--- src/rtl/div_pkg.sv ---
// Shared types and constants for the iterative non-restoring divider.
package div_pkg;

   localparam int DIV_WIDTH = 32;

   typedef enum logic [1:0] {
      IDLE = 2'd0,
      CALC = 2'd1,
      FIX  = 2'd2,
      DONE = 2'd3
   } divState_t;

   // The quotient reported for a zero divisor is all ones at any width
   localparam logic DIV_ZERO_Q_FILL = 1'b1;

endpackage

--- src/rtl/nonrestoring_step.sv ---
// One combinational non-restoring iteration: shift {R,Q}, add/subtract D, append quotient bit.
module nonrestoring_step #(
   parameter int WIDTH = 32
) (
   input  logic [WIDTH:0]   i_rem,
   input  logic [WIDTH-1:0] i_quo,
   input  logic [WIDTH-1:0] i_div,
   output logic [WIDTH:0]   o_rem,
   output logic [WIDTH-1:0] o_quo
);

   logic [WIDTH:0] w_shift;
   logic [WIDTH:0] w_divExt;

   assign w_shift  = {i_rem[WIDTH-1:0], i_quo[WIDTH-1]};
   assign w_divExt = {1'b0, i_div};

   // A negative partial remainder adds the divisor back instead of subtracting it
   assign o_rem = i_rem[WIDTH] ? (w_shift + w_divExt) : (w_shift - w_divExt);
   assign o_quo = {i_quo[WIDTH-2:0], ~o_rem[WIDTH]};

endmodule

--- src/rtl/nonrestoring_divider.sv ---
// Iterative signed non-restoring divider returning {remainder, quotient} on a run/isValid handshake.
// Define DIV_UNSIGNED_EN to add the isSigned port for DIVU support.
import div_pkg::*;

module nonrestoring_divider #(
   parameter int WIDTH = DIV_WIDTH
) (
   input  logic               clk,
   input  logic               rst_n,
   input  logic [WIDTH-1:0]   Dividend,
   input  logic [WIDTH-1:0]   Divisor,
   input  logic               run,
`ifdef DIV_UNSIGNED_EN
   input  logic               isSigned,
`endif
   output logic               isValid,
   output logic               divByZero,
   output logic [2*WIDTH-1:0] result
);

   localparam int CW = $clog2(WIDTH + 1);

   divState_t          r_state;
   logic [WIDTH:0]     r_rem;
   logic [WIDTH-1:0]   r_quo;
   logic [WIDTH-1:0]   r_div;
   logic               r_negQ;
   logic               r_negR;
   logic               r_divZero;
   logic [CW-1:0]      r_count;
   logic               r_valid;
   logic               r_dbz;
   logic [2*WIDTH-1:0] r_result;

   logic               w_signedOp;
   logic               w_dividendNeg;
   logic               w_divisorNeg;
   logic [WIDTH-1:0]   w_magA;
   logic [WIDTH-1:0]   w_magB;
   logic [WIDTH:0]     w_stepRem;
   logic [WIDTH-1:0]   w_stepQuo;
   logic [WIDTH-1:0]   w_fixRem;
   logic [WIDTH-1:0]   w_remOut;
   logic [WIDTH-1:0]   w_quoOut;

`ifdef DIV_UNSIGNED_EN
   assign w_signedOp = isSigned;
`else
   assign w_signedOp = 1'b1;
`endif

   assign w_dividendNeg = w_signedOp & Dividend[WIDTH-1];
   assign w_divisorNeg  = w_signedOp & Divisor[WIDTH-1];
   assign w_magA        = w_dividendNeg ? ('0 - Dividend) : Dividend;
   assign w_magB        = w_divisorNeg  ? ('0 - Divisor)  : Divisor;

   nonrestoring_step #(.WIDTH(WIDTH)) u_step (
      .i_rem (r_rem),
      .i_quo (r_quo),
      .i_div (r_div),
      .o_rem (w_stepRem),
      .o_quo (w_stepQuo)
   );

   // The corrected remainder lies in [0, divisor), so WIDTH-bit wraparound arithmetic is exact
   assign w_fixRem = r_rem[WIDTH] ? (r_rem[WIDTH-1:0] + r_div) : r_rem[WIDTH-1:0];
   assign w_remOut = r_negR ? ('0 - w_fixRem) : w_fixRem;
   assign w_quoOut = r_divZero ? {WIDTH{DIV_ZERO_Q_FILL}} :
                     (r_negQ ? ('0 - r_quo) : r_quo);

   always_ff @(posedge clk or negedge rst_n) begin
      if (!rst_n) begin
         r_state   <= IDLE;
         r_rem     <= '0;
         r_quo     <= '0;
         r_div     <= '0;
         r_negQ    <= 1'b0;
         r_negR    <= 1'b0;
         r_divZero <= 1'b0;
         r_count   <= '0;
         r_valid   <= 1'b0;
         r_dbz     <= 1'b0;
         r_result  <= '0;
      end else begin
         case (r_state)
            IDLE: begin
               if (run) begin
                  r_rem     <= '0;
                  r_quo     <= w_magA;
                  r_div     <= w_magB;
                  r_negQ    <= w_dividendNeg ^ w_divisorNeg;
                  r_negR    <= w_dividendNeg;
                  r_divZero <= (Divisor == '0);
                  r_count   <= '0;
                  r_state   <= CALC;
               end
            end
            CALC: begin
               if (!run) begin
                  r_state <= IDLE;
               end else begin
                  r_rem   <= w_stepRem;
                  r_quo   <= w_stepQuo;
                  r_count <= r_count + 1'b1;
                  if (r_count == CW'(WIDTH - 1)) begin
                     r_state <= FIX;
                  end
               end
            end
            FIX: begin
               if (!run) begin
                  r_state <= IDLE;
               end else begin
                  r_result <= {w_remOut, w_quoOut};
                  r_dbz    <= r_divZero;
                  r_valid  <= 1'b1;
                  r_state  <= DONE;
               end
            end
            DONE: begin
               if (!run) begin
                  r_valid <= 1'b0;
                  r_dbz   <= 1'b0;
                  r_state <= IDLE;
               end
            end
            default: r_state <= IDLE;
         endcase
      end
   end

   assign isValid   = r_valid;
   assign divByZero = r_dbz;
   assign result    = r_result;

endmodule
--- config.mk ---
export PLATFORM = sky130hd
export DESIGN_NAME = nonrestoring_divider
export DESIGN_NICKNAME = d
export VERILOG_FILES = /design/src/rtl/div_pkg.sv /design/src/rtl/nonrestoring_step.sv /design/src/rtl/nonrestoring_divider.sv
export SDC_FILE = /design/constraint.sdc
export NUM_CORES = 1
export LEC_CHECK = 0
export CELL_PAD_IN_SITES_DETAIL_PLACEMENT = 1
export CELL_PAD_IN_SITES_GLOBAL_PLACEMENT = 2
export CORE_ASPECT_RATIO = 0.75
export CORE_MARGIN = 2
export CORE_UTILIZATION = 38
export CTS_CLUSTER_SIZE = 14
export DETAILED_ROUTE_END_ITERATION = 10
export PLACE_DENSITY = 0.88
export SLEW_MARGIN = 25
export SYNTH_ARGS = -nofsm -noshare
export SYNTH_HDL_FRONTEND = slang
export SYNTH_SLANG_ARGS = --single-unit
export TNS_END_PERCENT = 100
--- constraint.sdc ---
create_clock -name clk -period 16.15 [get_ports clk]
set_input_delay 2.4225 -clock clk [delete_from_list [all_inputs] [get_ports clk]]
set_output_delay 2.4225 -clock clk [all_outputs]
set_load 0.02 [all_outputs]
Word-level counts from Yosys, hierarchy flattened
Index checks and enable logic that the tools add are counted.
- flip-flop bits (word level): 174
- input port bits: 67
- output and inout bits: 66
- logic and storage cells: 66
- add/sub/neg operators: 8
- equality and inequality tests: 9
- mux-type cells: 27
- bitwise operators: 2
- reductions and logical operators: 9
- operator list (cell ; number):
    32-bit 2-to-1 mux ; 8
    1-bit by 32-bit subtractor with 32-bit output (first input constant) ; 4
    33-bit 2-to-1 mux ; 3
    33-bit case mux with 2 select lines ; 1
    32-bit case mux with 2 select lines ; 1
    33-bit by 32-bit adder with 33-bit output ; 1
    33-bit by 32-bit subtractor with 33-bit output ; 1
    32-bit adder ; 1
    32-bit logical NOT ; 1
    6-bit 2-to-1 mux ; 2
    6-bit case mux with 2 select lines ; 1
    2-bit 2-to-1 mux ; 5
    3-bit AND reduction ; 3
    2-bit != test (second input constant) ; 4
    2-bit case mux with 4 select lines ; 1
    6-bit by 1-bit adder with 6-bit output (second input constant) ; 1
    6-bit by 5-bit == test with 1-bit output (second input constant) ; 1
    2-bit == test (second input constant) ; 2
    1-bit case mux with 2 select lines ; 2
    2-bit AND reduction ; 2
    2-bit nonzero test ; 2
    1-bit 2-to-1 mux ; 3
    3-bit != test (second input constant) ; 1
    2-bit by 1-bit == test with 1-bit output (second input constant) ; 1
    3 further kinds ; 3

Logic depth before layout (Yosys ltp)
Gate-level depths: netlist (run 1).
- depth in word-level cells: 5
- mapped depth: 21
- depth with buffers taken out: 20

Hierarchy
From an unflattened synthesis (run 1), not the netlist that was laid out.
- cell total of the unflattened synthesis: 1833
- area total of the unflattened synthesis: 14416.3 um^2
- modules (own cells, without submodules) (module ; instances ; cells each ; area each (um^2) ; sequential area each (um^2)):
    nonrestoring_divider ; 1 ; 1464 ; 11828.8 ; 4354.2
    nonrestoring_step ; 1 ; 369 ; 2587.5 ; 0.0

Worst setup path after synthesis (run 1)
No wires, ideal clock.
- path type: input port to flip-flop
- start point: input port Dividend[4]
- end point: register r_quo[28]
- setup time: 0.133 ns
- data arrival time: 5.237 ns
- data required time: 16.017 ns
- setup slack: 10.780 ns
- stages on the path: 11
- buffers on the path: 0
- cells stage by stage: or4_1 -> nor3_2 -> nand3_1 -> or4_1 -> or3_1 -> or4_1 -> o31ai_1 -> xor2_1 -> nor2_1 -> a21oi_1 -> o21ai_0
- word-level cells in the longest chain between the ends: 4
- RTL lines (what ; line ; text):
    from (decl) ; nonrestoring_divider.sv:10 ; input logic [WIDTH-1:0] Dividend,
    1-bit by 32-bit subtractor with 32-bit output ; nonrestoring_divider.sv:54 ; assign w_magA = w_dividendNeg ? ('0 - Dividend) : Dividend;
    32-bit 2-to-1 mux ; nonrestoring_divider.sv:54 ;
    32-bit 2-to-1 mux ; nonrestoring_divider.sv:87 ; if (run) begin
    32-bit case mux with 2 select lines ; nonrestoring_divider.sv:85 ; case (r_state)
    to (signal assigned) ; nonrestoring_divider.sv:89 ; r_quo <= w_magA;
    to (signal assigned) ; nonrestoring_divider.sv:103 ; r_quo <= w_stepQuo;
    to (decl) ; nonrestoring_divider.sv:25 ; logic [WIDTH-1:0] r_quo;
No other way between the ends. The select of a mux whose other input is x is not followed.
A chain may end at the register's enable or synchronous reset.

Final worst setup path (run 1)
- start point: input port Dividend[2]
- end point: register r_quo[29]
Same word-level chain as after synthesis.

==> results of run 1 <==
==> worst max-delay path by stage <==
| stage | from | end | slack [ns] | cells past startpoint |
|---|---|---|---|---|
| 3_3_place_gp | Dividend[2] | r_quo[29] | 9.86 | 12 |
| 5_1_grt | Dividend[2] | r_quo[30] | 9.97 | 12 |
| 4_1_cts | Dividend[2] | r_quo[29] | 10.16 | 12 |
| 3_5_place_dp | Dividend[2] | r_quo[29] | 9.74 | 12 |
| 6_report | Dividend[2] | r_quo[29] | 10.18 | 12 |
| 2_1_floorplan | Dividend[4] | r_quo[28] | 10.78 | 11 |
==> Yosys cell counts (24+ instances only) <==
cell type | count | share of area
sky130_fd_sc_hd__ha_1 | 70 | 0.064
sky130_fd_sc_hd__xor2_1 | 131 | 0.084
sky130_fd_sc_hd__nor3_1 | 40 | 0.015
sky130_fd_sc_hd__a21oi_1 | 145 | 0.053
sky130_fd_sc_hd__o21ai_0 | 197 | 0.072
sky130_fd_sc_hd__dfrtp_1 | 174 | 0.32
sky130_fd_sc_hd__inv_1 | 43 | 0.012
sky130_fd_sc_hd__or3_1 | 27 | 0.012
sky130_fd_sc_hd__nand2_1 | 226 | 0.062
sky130_fd_sc_hd__nor2_1 | 138 | 0.038
sky130_fd_sc_hd__or4_1 | 24 | 0.013
sky130_fd_sc_hd__nand3_1 | 28 | 0.010
sky130_fd_sc_hd__xnor2_1 | 50 | 0.032
sky130_fd_sc_hd__o31ai_1 | 39 | 0.021
sky130_fd_sc_hd__clkbuf_1 | 69 | 0.019
==> power groups by stage <==
stage	combinational, mW	sequential [mW]	clock [mW]
6_report	1.43	0.640	0.433
4_1_cts	1.42	0.634	0.445
2_1_floorplan	1.06	0.592	0
5_1_grt	1.60	0.649	0.462
3_3_place_gp	1.36	0.638	0
3_5_place_dp	1.41	0.642	0
==> worst reg2reg max path, delay by kind of cell, from the launching register on <==
family                     cells  cell delay, ns
DFF                            1            0.50
xor gates and xnor gates       2            0.40
buffers and inverters          1            0.21
adders and majority gates      1            0.37
AOI/OAI and AO/OA             11            1.95
and+or+nand+nor                4            1.42
==> metal layers <==
metal / up-vias / global-route usage / wire, um
li1: 6346 / - / -
met1: 6325 / 0.3764 / 23750
met3: 22 / 0.03558 / 2165
met5: - / 0 / 0
met2: 248 / 0.3257 / 17280
met4: 0 / 0.03913 / 335
==> stage by stage <==
| step | instance area, sq um | util |
|---|---|---|
| after floorplan | 13730 | - |
| after global placement | 15410 | 0.4313 |
| after detailed placement | 15410 | 0.4313 |
| after CTS | 16000 | 0.4477 |
| after global routing | 16030 | 0.4485 |
| final | 16030 | 0.4485 |
==> cell type report <==
class                      instances  area (sq um)  area share
multi-input combinational       1417          8900      0.5553
tap                              465         581.8     0.03630
sequential                       174          4358      0.2719
clock inverter                    13         145.1    0.009056
inverter                          44         165.2     0.01031
clock buffer                      19         442.9     0.02764
timing repair buffer             145          1434     0.08947
==> flip-flops by register name, indices dropped and copies added, names as in the netlist <==
name	cells
r_negQ	1
isValid	1
r_count	6
r_divZero	1
r_negR	1
result	64
r_div	32
r_rem	33
divByZero	1
r_quo	32
r_state	2
==> logic make-up (layout without fill, tap and decap cells) <==
logic type,after synthesis,in the layout,synth area share
and+or+nand+nor,592,592,0.2049
AOI/OAI and AO/OA,548,548,0.2402
xor gates and xnor gates,182,182,0.1171
DFF,174,174,0.3171
buffers and inverters,129,221,0.03617
adders and majority gates,72,72,0.06669
muxes,23,23,0.01795
==> impl_summary.md, run 1 <==
Global route
Entering global routing, the biggest net connects 106 pins. The leftover overflow at the end of global routing is 0. The first global-routing pass estimated 70590 um of wire. The number of global-route vias before repair is roughly 13000.

Across every metal layer, demand over resource in global routing totals 0.2333. The number of antenna violations at the first check in global routing was 0.

Route
The detail-routed via count per cell is roughly 5.7. The number of vias in the routed layout is 12940. In the routed design, unresolved DRC markers number 0. Dividing the detail-routed wire length by the instance count gives 19.12 um.

The antenna violation net count after detailed routing is 0. After the first detailed-routing iteration, the DRC count stood at 1051. The pre-antenna-repair detailed-routing pass consisted of 5 iterations.

The total detailed-routing wirelength is 43530 um.

Critical path
Counting both buffers and inverters, the worst setup path holds a total of 1. The worst path required time is 16.47 ns. The sort of element at the end of the critical path is a flip-flop.

The source of the worst register-to-register timing path is r_div[3]. The largest fanout on the critical path is 5. The worst register-to-register path has a setup slack of 11.14 ns. The element type at the critical path start is an input pin. The number of cell instances on the worst register-to-register path is 19. On the critical path the largest part of the delay comes from simple AND/OR/NAND/NOR gates. The most frequent cell on the critical path is sky130_fd_sc_hd__or4_1. Data arrives at the worst endpoint at approximately 6.3 ns.

The critical path is of the in2reg type. For this run, the slowest stage of the critical path takes 0.58 ns. For this design, the slowest cell found on the critical path is sky130_fd_sc_hd__or4_1. The signal on the critical path passes through clkdlybuf4s50_1 -> or4_1 -> nor3_2 -> nand3_1 -> or4_1 -> or3_1 -> or4_1 -> o41ai_1 -> xor2_1 -> nor2_1 -> a21oi_1 -> o21ai_0. The end of the worst register-to-register path is r_rem[31].

Power
The post-layout total power is about 2.5 mW. The share of total power dissipated in the clock network is 0.173. VDD sags by at most 0.08169 mV. Of the total power, registers draw 0.255. Cell internal power was estimated by the tool at 1.311 mW. The portion of total power attributed to combinational logic is 0.572.

The reported leakage power is 6.798 nW. The analysis attributes to net switching a power of between 1 and 1.5 mW. The ratio of total power to cell area is 156.4 nW/um^2. The fraction of power spent switching nets is 0.4770.

Logic synthesis
The synthesized design contains 0 enable-type register cells. The fraction of synthesis flops using an asynchronous set or reset pin is 1.000. Averaged over all synthesized cells, the footprint is 7.984 sq um.

The synthesized design contains 174 register bits. The number of nets handed over by synthesis was 1859. After technology mapping, the gate count stands at 1720.

For this run, the register share of the synthesized area comes to 0.3171. Yosys printed 0 warnings. In the synthesized netlist the dominant register cell turns out to be sky130_fd_sc_hd__dfrtp_1. The mapped cell area is 13730 sq um. Counting distinct cell types in the post-synthesis netlist gives 79.

CTS
Clock-pin slew was measured on the worst setup and hold paths at roughly 0.070 ns. The clock tree root buffer cell is sky130_fd_sc_hd__clkbuf_16. The clock sink count is 174. The clock network latency to the later pin of the worst-skew pair is between 0.4 and 0.5 ns. The post-cts repair resize count is 0.

TritonCTS created 17 clock buffers. The setup fix buffers added after clock tree synthesis is 0. TritonCTS built the clock tree. In this run, post-CTS hold repair placed 0 buffers. The maximum buffer depth of the clock tree is 2.

The number of levels the H-tree was split into is 4.

Final layout
The area added between synthesis and finish is 16.70%. The library cell used most frequently in the layout, excluding fill and tap cells, is sky130_fd_sc_hd__nand2_1. In the final layout, the share of cells above drive strength 1 is 0.04636. The number of antenna diodes in the final layout is 0. For this run, the post-layout net count is 1938. Fill cells in the final layout number between 4000 and 5000. The final standard cell count with taps included and fillers excluded is 2277. The top cell types in the final layout, fill and taps aside, are sky130_fd_sc_hd__nand2_1, sky130_fd_sc_hd__o21ai_0, sky130_fd_sc_hd__dfrtp_1.

Die
Row generation in the floorplan step produced 60 rows. For this design the top-level I/O count stands at 133. The die outline area is 37690 sq um.

The initial standard-cell utilization of the core is 0.3843. The width of the chip is 223.5 um. The core region is 35730 sq um. The chip height is ~170 um.

Hold path
The startpoint identified for the worst hold timing path is result[49]. The path class of the tightest hold or removal check is reg2reg. The cell depth of the worst hold path is 2. The worst hold path terminates at result[49].

STA
The maximum clock frequency is 0.1675 GHz. The number of failing setup endpoints in the final timing report is 0. The number of pins with negative max-slew slack in the final report is 0.

The minimum period implied by the final worst setup slack is 5.972 ns. The final-layout worst hold slack is 0.4773 ns. The smallest setup slack after layout is 10.18 ns. Headroom to the max-slew limit came out at 0.4964.

The aggregate negative setup slack is 0 ns. On the final layout, the worst clock skew is 0.02089 ns. For the pin with the worst max-slew slack, the measured transition is 0.7553 ns.

The number of hold violations in the final report is 0. Setup repair after global routing left no endpoint under its margin. The share of the cycle needed by the critical path after routing is 0.3698.

Placed design
The final weighted congestion of routability-driven global placement is just over 0.9. The cell count after placement is about 2200. The number of input and output port buffers inserted is between 100 and 150. The post-placement setup slack is 9.740 ns. Detailed placement ended at an HPWL of 33520 um.

Run status
The flow ran to the end, and the final reports show no timing, DRC or antenna violations.

Job
Max-cap violations in this run came to 0.
(Power assumes the default switching activity.)
==> run 2: changes to the inputs <==
--- a/config.mk
+++ b/config.mk
@@ -9,10 +9,10 @@
 export CELL_PAD_IN_SITES_GLOBAL_PLACEMENT = 2
 export CORE_ASPECT_RATIO = 0.75
 export CORE_MARGIN = 2
-export CORE_UTILIZATION = 38
+export CORE_UTILIZATION = 35
 export CTS_CLUSTER_SIZE = 14
 export DETAILED_ROUTE_END_ITERATION = 10
-export PLACE_DENSITY = 0.88
+export PLACE_DENSITY = 0.82
 export SLEW_MARGIN = 25
 export SYNTH_ARGS = -nofsm -noshare
 export SYNTH_HDL_FRONTEND = slang
==> constraint.sdc (replaced) <==
create_clock -name clk -period 5.9 [get_ports clk]
set_input_delay 0.885 -clock clk [delete_from_list [all_inputs] [get_ports clk]]
set_output_delay 0.885 -clock clk [all_outputs]
set_load 0.02 [all_outputs]
==> impl_summary.md, run 2 (same netlist as run 1, synthesis figures left out) <==
Global route
The all-layer global routing usage is 0.2175 (-0.01581). The number of antenna violations at the first check in global routing is 0 (unchanged). The first-pass GRT wire length came to 70680 um (+0.12%). The leftover overflow at the end of global routing is 0 (unchanged). The number of global-route vias before repair is 12410 (-2.3%). The largest net degree at the start of global routing was 97 (-8.5%).

Route
The number of vias in the routed layout came to 12880 (-0.45%). The routed length per placed instance was 18.79 um (-1.7%). The antenna violation net count after detailed routing is 0 (unchanged).

The total detailed-routing wirelength is 43660 um (+0.30%). The post-route DRC violation count is 0 (unchanged). The detail-routed via count per cell is 5.543 (-2.5%). The number of iterations in the first detailed-routing pass is 5 (unchanged). The first-iteration detailed-routing DRC count is 833 (-21%).

Die
The number of top-level design ports is 133 (unchanged). The die outline area is 40850 sq um (+8.4%). The width of the chip is 232.7 um (+4.1%). The cell row count is 62 (+3.3%). The initial standard-cell utilization of the core is 0.3569 (-0.02739).

The area of the placeable core is 38480 sq um (+7.7%). The chip height is 175.5 um (+4.1%).

Critical path
The classification of the worst setup path is reg2reg. The data arrival time of the critical path is 5.03 ns (-1.26 ns). The sort of element at the end of the critical path is a flip-flop.

The worst path required time is 6.23 ns (-10.24 ns). The largest fanout on the critical path is 6 (+1). The worst setup path is launched from a flip-flop.

CTS
The clock input transition at the sequential cells of the worst setup and hold paths is 0.08 ns (about the same). The number of hold buffers added after cts was 0 (unchanged). CTS placed an instance of sky130_fd_sc_hd__clkbuf_16 at the clock tree root. The total clock buffers created by CTS is 17 (unchanged). The setup fix buffers added after clock tree synthesis came to 0 (unchanged). The maximum buffer depth of the clock tree was 2 (unchanged). The clock network latency to the later pin of the worst-skew pair is 0.48 ns (+0.02 ns).

The clock sink count is 174 (unchanged). The CTS tree is done. The post-cts repair resize count is 0 (unchanged). The number of levels the H-tree was split into is 4 (unchanged).

Hold path
In this run the worst hold path is classified as in2async.

Final layout
The most common library cell in the layout ignoring fill and taps is sky130_fd_sc_hd__nand2_1. The layout net count was 1938 (unchanged). The number of flip-flops in the largest register is 64 (unchanged). The count of inserted antenna diode cells is 0 (unchanged). In the layout the commonest cells are sky130_fd_sc_hd__nand2_1, sky130_fd_sc_hd__o21ai_0, sky130_fd_sc_hd__dfrtp_1. The share of layout cells above drive strength 1 was 0.04691 (+0.0005519). The area added between synthesis and finish is 16.87%. The final core area utilization is 0.4171 (-0.03135). The final-layout fill cell count is 4696 (+9.1%).

STA
The actual slew at the worst max-slew pin was 0.7925 ns (+0.03717 ns). The maximum clock frequency is ~0.21 GHz. Subtracting the final worst setup slack from the clock period gives 4.702 ns. The final-layout worst hold slack is 0.4599 ns (-0.01746 ns).

The number of hold violations in the final report came to 0 (unchanged). The max-slew headroom at the worst pin is 0.4717 (-0.02478). The share of the cycle needed by the critical path after routing is 0.7969. The aggregate negative setup slack is 0 ns (unchanged). The number of failing setup endpoints in the final timing report is 0 (unchanged). The largest clock skew in the final design is 0.02061 ns (-0.0002755 ns). Setup repair after global routing left no endpoint under its margin. The number of pins with negative max-slew slack in the final report is 0 (unchanged).

Power
The ratio of total power to cell area is 426.7 nW/um^2 (+170%). The reported leakage power was 6.782 nW (-0.24%). The maximum ir drop on the vdd rail is 0.2575 mV (+220%).

Placed design
The final weighted congestion of routability-driven global placement was 0.9062 (-0.55%). The final HPWL from detailed placement is 34230 um (+2.1%). The number of input and output port buffers inserted was 132 (unchanged).

Job
The number of max-capacitance violations reported is 0 (unchanged).

Run status
The run finished with clean final reports.
==> run 2: critical path, stage by stage, from the launching register on <==
cell and delay [ns]:
sky130_fd_sc_hd__dfrtp_1 0.48, sky130_fd_sc_hd__or3_1 0.39, sky130_fd_sc_hd__nor3b_1 0.56, sky130_fd_sc_hd__nand2_1 0.12, sky130_fd_sc_hd__nor3_1 0.32, sky130_fd_sc_hd__a21oi_1 0.16, sky130_fd_sc_hd__xor2_1 0.16, sky130_fd_sc_hd__ha_1 0.36
sky130_fd_sc_hd__a21o_1 0.18, sky130_fd_sc_hd__a21o_1 0.17, sky130_fd_sc_hd__a21oi_1 0.22, sky130_fd_sc_hd__o22ai_1 0.15, sky130_fd_sc_hd__o41ai_1 0.26, sky130_fd_sc_hd__buf_4 0.20, sky130_fd_sc_hd__o211ai_1 0.13, sky130_fd_sc_hd__a21oi_1 0.20
sky130_fd_sc_hd__o21bai_1 0.08, sky130_fd_sc_hd__a21oi_1 0.18, sky130_fd_sc_hd__xor2_1 0.15, sky130_fd_sc_hd__o21ai_0 0.08
==> run 2: worst paths after layout <==
path,from,endpoint,slack (ns),cells past startpoint
max in group asynchronous,rst_n,r_rem[32],4.39,2
hold reg to reg,result[46],result[46],0.48,2
setup reg to reg,r_div[2],r_rem[31],1.20,19
setup / recovery,r_div[2],r_rem[31],1.20,19
hold / removal,rst_n,r_div[5],0.46,1
min in group clk,result[46],result[46],0.48,2
==> run 2: area by class of cell <==
| type | count | area (sq um) | share of cell area |
|---|---|---|---|
| sequential | 174 | 4358 | 0.2715 |
| timing repair buffer | 145 | 1423 | 0.08863 |
| clock inverter | 15 | 138.9 | 0.008653 |
| multi-input combinational | 1417 | 8900 | 0.5545 |
| clock buffer | 17 | 425.4 | 0.02650 |
| inverter | 44 | 165.2 | 0.01029 |
| tap | 512 | 640.6 | 0.03991 |
==> run 2: report_power, final <==
| group | switching [mW] | total (mW) | internal, mW |
|---|---|---|---|
| Combinational | 2.36 | 3.96 | 1.60 |
| Sequential | 0.369 | 1.75 | 1.38 |
| Clock | 0.574 | 1.14 | 0.561 |
==> run 2: layer usage <==
layer	vias to the layer above	global-route usage	wire length [um]
met5	-	0	0
met4	0	0.04565	435
met3	22	0.04367	2333
met2	246	0.2798	16440
met1	6256	0.3595	24450
li1	6359	-	-
==> run 2: per-stage QoR <==
step                      worst slack, ns  cell area, sq um  cells  total power [mW]
after floorplan                    0.7904             13730   1720             4.518
after global placement              1.228             15490   2292             5.560
after detailed placement            1.167             15490   2292             5.654
after CTS                           1.182             16050   2324             6.826
after global routing               0.7429             16050   2324             7.398
final                               1.198             16050   2324             6.849
==> run 3: changes to the inputs <==
--- a/config.mk
+++ b/config.mk
@@ -9,10 +9,10 @@
 export CELL_PAD_IN_SITES_GLOBAL_PLACEMENT = 2
 export CORE_ASPECT_RATIO = 0.75
 export CORE_MARGIN = 2
-export CORE_UTILIZATION = 35
+export CORE_UTILIZATION = 32
 export CTS_CLUSTER_SIZE = 14
 export DETAILED_ROUTE_END_ITERATION = 10
-export PLACE_DENSITY = 0.82
+export PLACE_DENSITY = 0.78
 export SLEW_MARGIN = 25
 export SYNTH_ARGS = -nofsm -noshare
 export SYNTH_HDL_FRONTEND = slang
==> constraint.sdc (replaced) <==
create_clock -name clk -period 4.3 [get_ports clk]
set_input_delay 0.645 -clock clk [delete_from_list [all_inputs] [get_ports clk]]
set_output_delay 0.645 -clock clk [all_outputs]
set_load 0.02 [all_outputs]
==> impl_summary.md, run 3 (same netlist as run 1, synthesis figures left out) <==
Global route
The largest net degree at the start of global routing was 106 (+9.3%). The all-layer global routing usage came to 0.2085 (-0.009009). The number of global-route vias before repair is 13180 (+6.2%).

The number of antenna violations at the first check in global routing is 0 (unchanged). The first-pass GRT wire length is 73960 um (+4.6%). The leftover overflow at the end of global routing is 0 (unchanged).

Route
The number of iterations in the first detailed-routing pass was 5 (unchanged). The detailed router used layers up to and including met4. The antenna violation net count after detailed routing is 0 (unchanged). The detail-routed via count per cell is 5.338 (-3.7%). The routed length per placed instance is 18.72 um (-0.36%).

The routed metal-1 wirelength is 26010 um (+6.4%). The post-route DRC violation count was 0 (unchanged). The sum of met2 wire segment lengths after detailed routing is 17990 um (+9.4%).

The first-iteration detailed-routing DRC count is 866 (+4.0%). The detailed-routed wire length on met3 is 1983 um (-15%). The total detailed-routing wirelength came to 46420 um (+6.3%). The number of vias in the routed layout is 13240 (+2.8%).

Final layout
The library cell used most frequently in the layout, excluding fill and tap cells, is sky130_fd_sc_hd__nand2_1. The register cell area after layout is 4357 sq um (about the same). The number of flip-flops in the largest register was 64 (unchanged). In the layout the commonest cells are sky130_fd_sc_hd__nand2_1, sky130_fd_sc_hd__o21ai_0, sky130_fd_sc_hd__dfrtp_1. The area added between synthesis and finish is 24.53%. The layout net count is 2036 (+5.1%). The final design instance area without fill is 17100 sq um (+6.5%). The multi-input logic area is 9075 sq um (+2.0%). The final core area utilization is 0.4052 (-0.01199).

The share of layout cells above drive strength 1 is 0.1099 (+0.06304). The final-layout fill cell count came to 5021 (+6.9%).

CTS
TritonCTS built the clock tree. The number of levels the H-tree was split into is 4 (unchanged). The clock input transition at the sequential cells of the worst setup and hold paths is 0.08 ns (about the same). The clock network latency to the later pin of the worst-skew pair is 0.47 ns (about the same). The clock sink count came to 174 (unchanged). The maximum buffer depth of the clock tree is 2 (unchanged). The total clock buffers created by CTS is 17 (unchanged). The number of hold buffers added after cts came to 0 (unchanged). CTS placed an instance of sky130_fd_sc_hd__clkbuf_16 at the clock tree root.

STA
The maximum clock frequency is 0.2401 GHz (+13%). The max-slew headroom at the worst pin was 0.4959 (+0.02425). The number of failing setup endpoints in the final timing report is 0 (unchanged).

The smallest setup slack after layout is 0.1356 ns (-1.063 ns). The minimum period implied by the final worst setup slack came to 4.164 ns (-0.5373 ns). Setup repair after global routing could not meet its margin everywhere.

The largest clock skew in the final design is 0.01668 ns (-0.003931 ns). The share of the cycle needed by the critical path after routing is 0.9685 (+0.1716). The final-layout worst hold slack is 0.1825 ns (-0.2773 ns). The actual slew at the worst max-slew pin was 0.7482 ns (-0.04428 ns). The aggregate negative setup slack is 0 ns (unchanged). The number of hold violations in the final report is 0 (unchanged). The number of pins with negative max-slew slack in the final report is 0 (unchanged).

Die
The die outline area is 44610 sq um (+9.2%). The area of the placeable core is 42210 sq um (+9.7%). The width of the chip is 243.2 um (+4.5%). The cell row count is 65 (+4.8%). The initial standard-cell utilization of the core is 0.3254 (-0.03156). The number of top-level design ports is 133 (unchanged). The chip height is 183.4 um (+4.5%).

Critical path
The element type at the critical path start is a flip-flop. The number of cell instances on the worst register-to-register path was 14 (-5). The worst path required time is 4.63 ns (-1.60 ns). The worst setup path is of the reg2reg kind.

The sort of element at the end of the critical path is a flip-flop. The largest fanout on the critical path is 7 (+1). The data arrival time of the critical path was 4.49 ns (-0.54 ns).

Job
The number of max-capacitance violations reported is 0 (unchanged).

Placed design
The placed standard-cell area is 16260 sq um (+5.0%). The number of input and output port buffers inserted is 132 (unchanged). The post-placement setup slack is -0.03043 ns (-1.197 ns). The final HPWL from detailed placement came to 36760 um (+7.4%).

The final weighted congestion of routability-driven global placement is 0.9289 (+2.5%).

Hold path
The tightest min-delay check is of the in2async type.

Run status
The run finished with clean final reports.

Power
The reported leakage power is 7.324 nW (+8.0%). The ratio of total power to cell area is 598.3 nW/um^2 (+40%). The maximum ir drop on the vdd rail is 0.3277 mV (+27%).
-- run 3: worst paths after layout --
check	from	slack, ns	end
setup / recovery	r_rem[0]	0.14	result[59]
hold / removal	rst_n	0.18	r_div[5]
setup reg to reg	r_rem[0]	0.14	result[59]
hold reg to reg	result[0]	0.47	result[0]
max in group asynchronous	rst_n	3.28	result[62]
min in group clk	result[0]	0.47	result[0]
-- run 3: power breakdown --
group	leakage (nW)	internal [mW]	switching [mW]	total [mW]
registers	2.26	1.90	0.400	2.30
logic	4.77	2.70	3.56	6.27
clock network	0.297	0.923	0.744	1.67
-- run 3: through the flow --
stage               power, mW  cells
floorplan               6.223   1720
global placement        8.118   2439
detailed placement      8.287   2439
CTS                     10.04   2471
global route            11.06   2479
finish                  10.23   2480
-- run 3: repair_timing --
action,4_1_cts,5_1_grt
resized for setup,3,32
setup buffers,0,8
pin swaps,0,14
endpoints found under the setup margin,3,21
endpoints found under the hold margin,0,0
-- run 3: per-layer routing --
layer,GRT usage,up-vias
met5,0,-
met4,0.03951,0
met3,0.03576,28
met2,0.2841,217
met1,0.3361,6460
li1,-,6534
-- run 3: area by class of cell --
type | count | area share
diodes | 1 | 0.0001463
inverters | 44 | 0.009658
repair buffers | 243 | 0.1272
flip-flops and latches | 174 | 0.2548
clock buffers | 17 | 0.02488
multi-input cells | 1417 | 0.5307
clock inverters | 15 | 0.01105
well taps | 569 | 0.04163
-- run 3: critical path: stages (launching register included) --
cell and delay [ns]:
sky130_fd_sc_hd__dfrtp_1 0.40, sky130_fd_sc_hd__ha_1 0.24, sky130_fd_sc_hd__fa_2 0.36, sky130_fd_sc_hd__a21o_1 0.18, sky130_fd_sc_hd__a221o_2 0.44, sky130_fd_sc_hd__buf_4 0.17
sky130_fd_sc_hd__a31oi_4 0.16, sky130_fd_sc_hd__xnor2_1 0.08, sky130_fd_sc_hd__mux2_4 0.28, sky130_fd_sc_hd__or3_4 0.40, sky130_fd_sc_hd__or4_4 0.59, sky130_fd_sc_hd__or2_4 0.29
sky130_fd_sc_hd__o21ai_1 0.16, sky130_fd_sc_hd__xor2_1 0.18, sky130_fd_sc_hd__o21ai_1 0.07
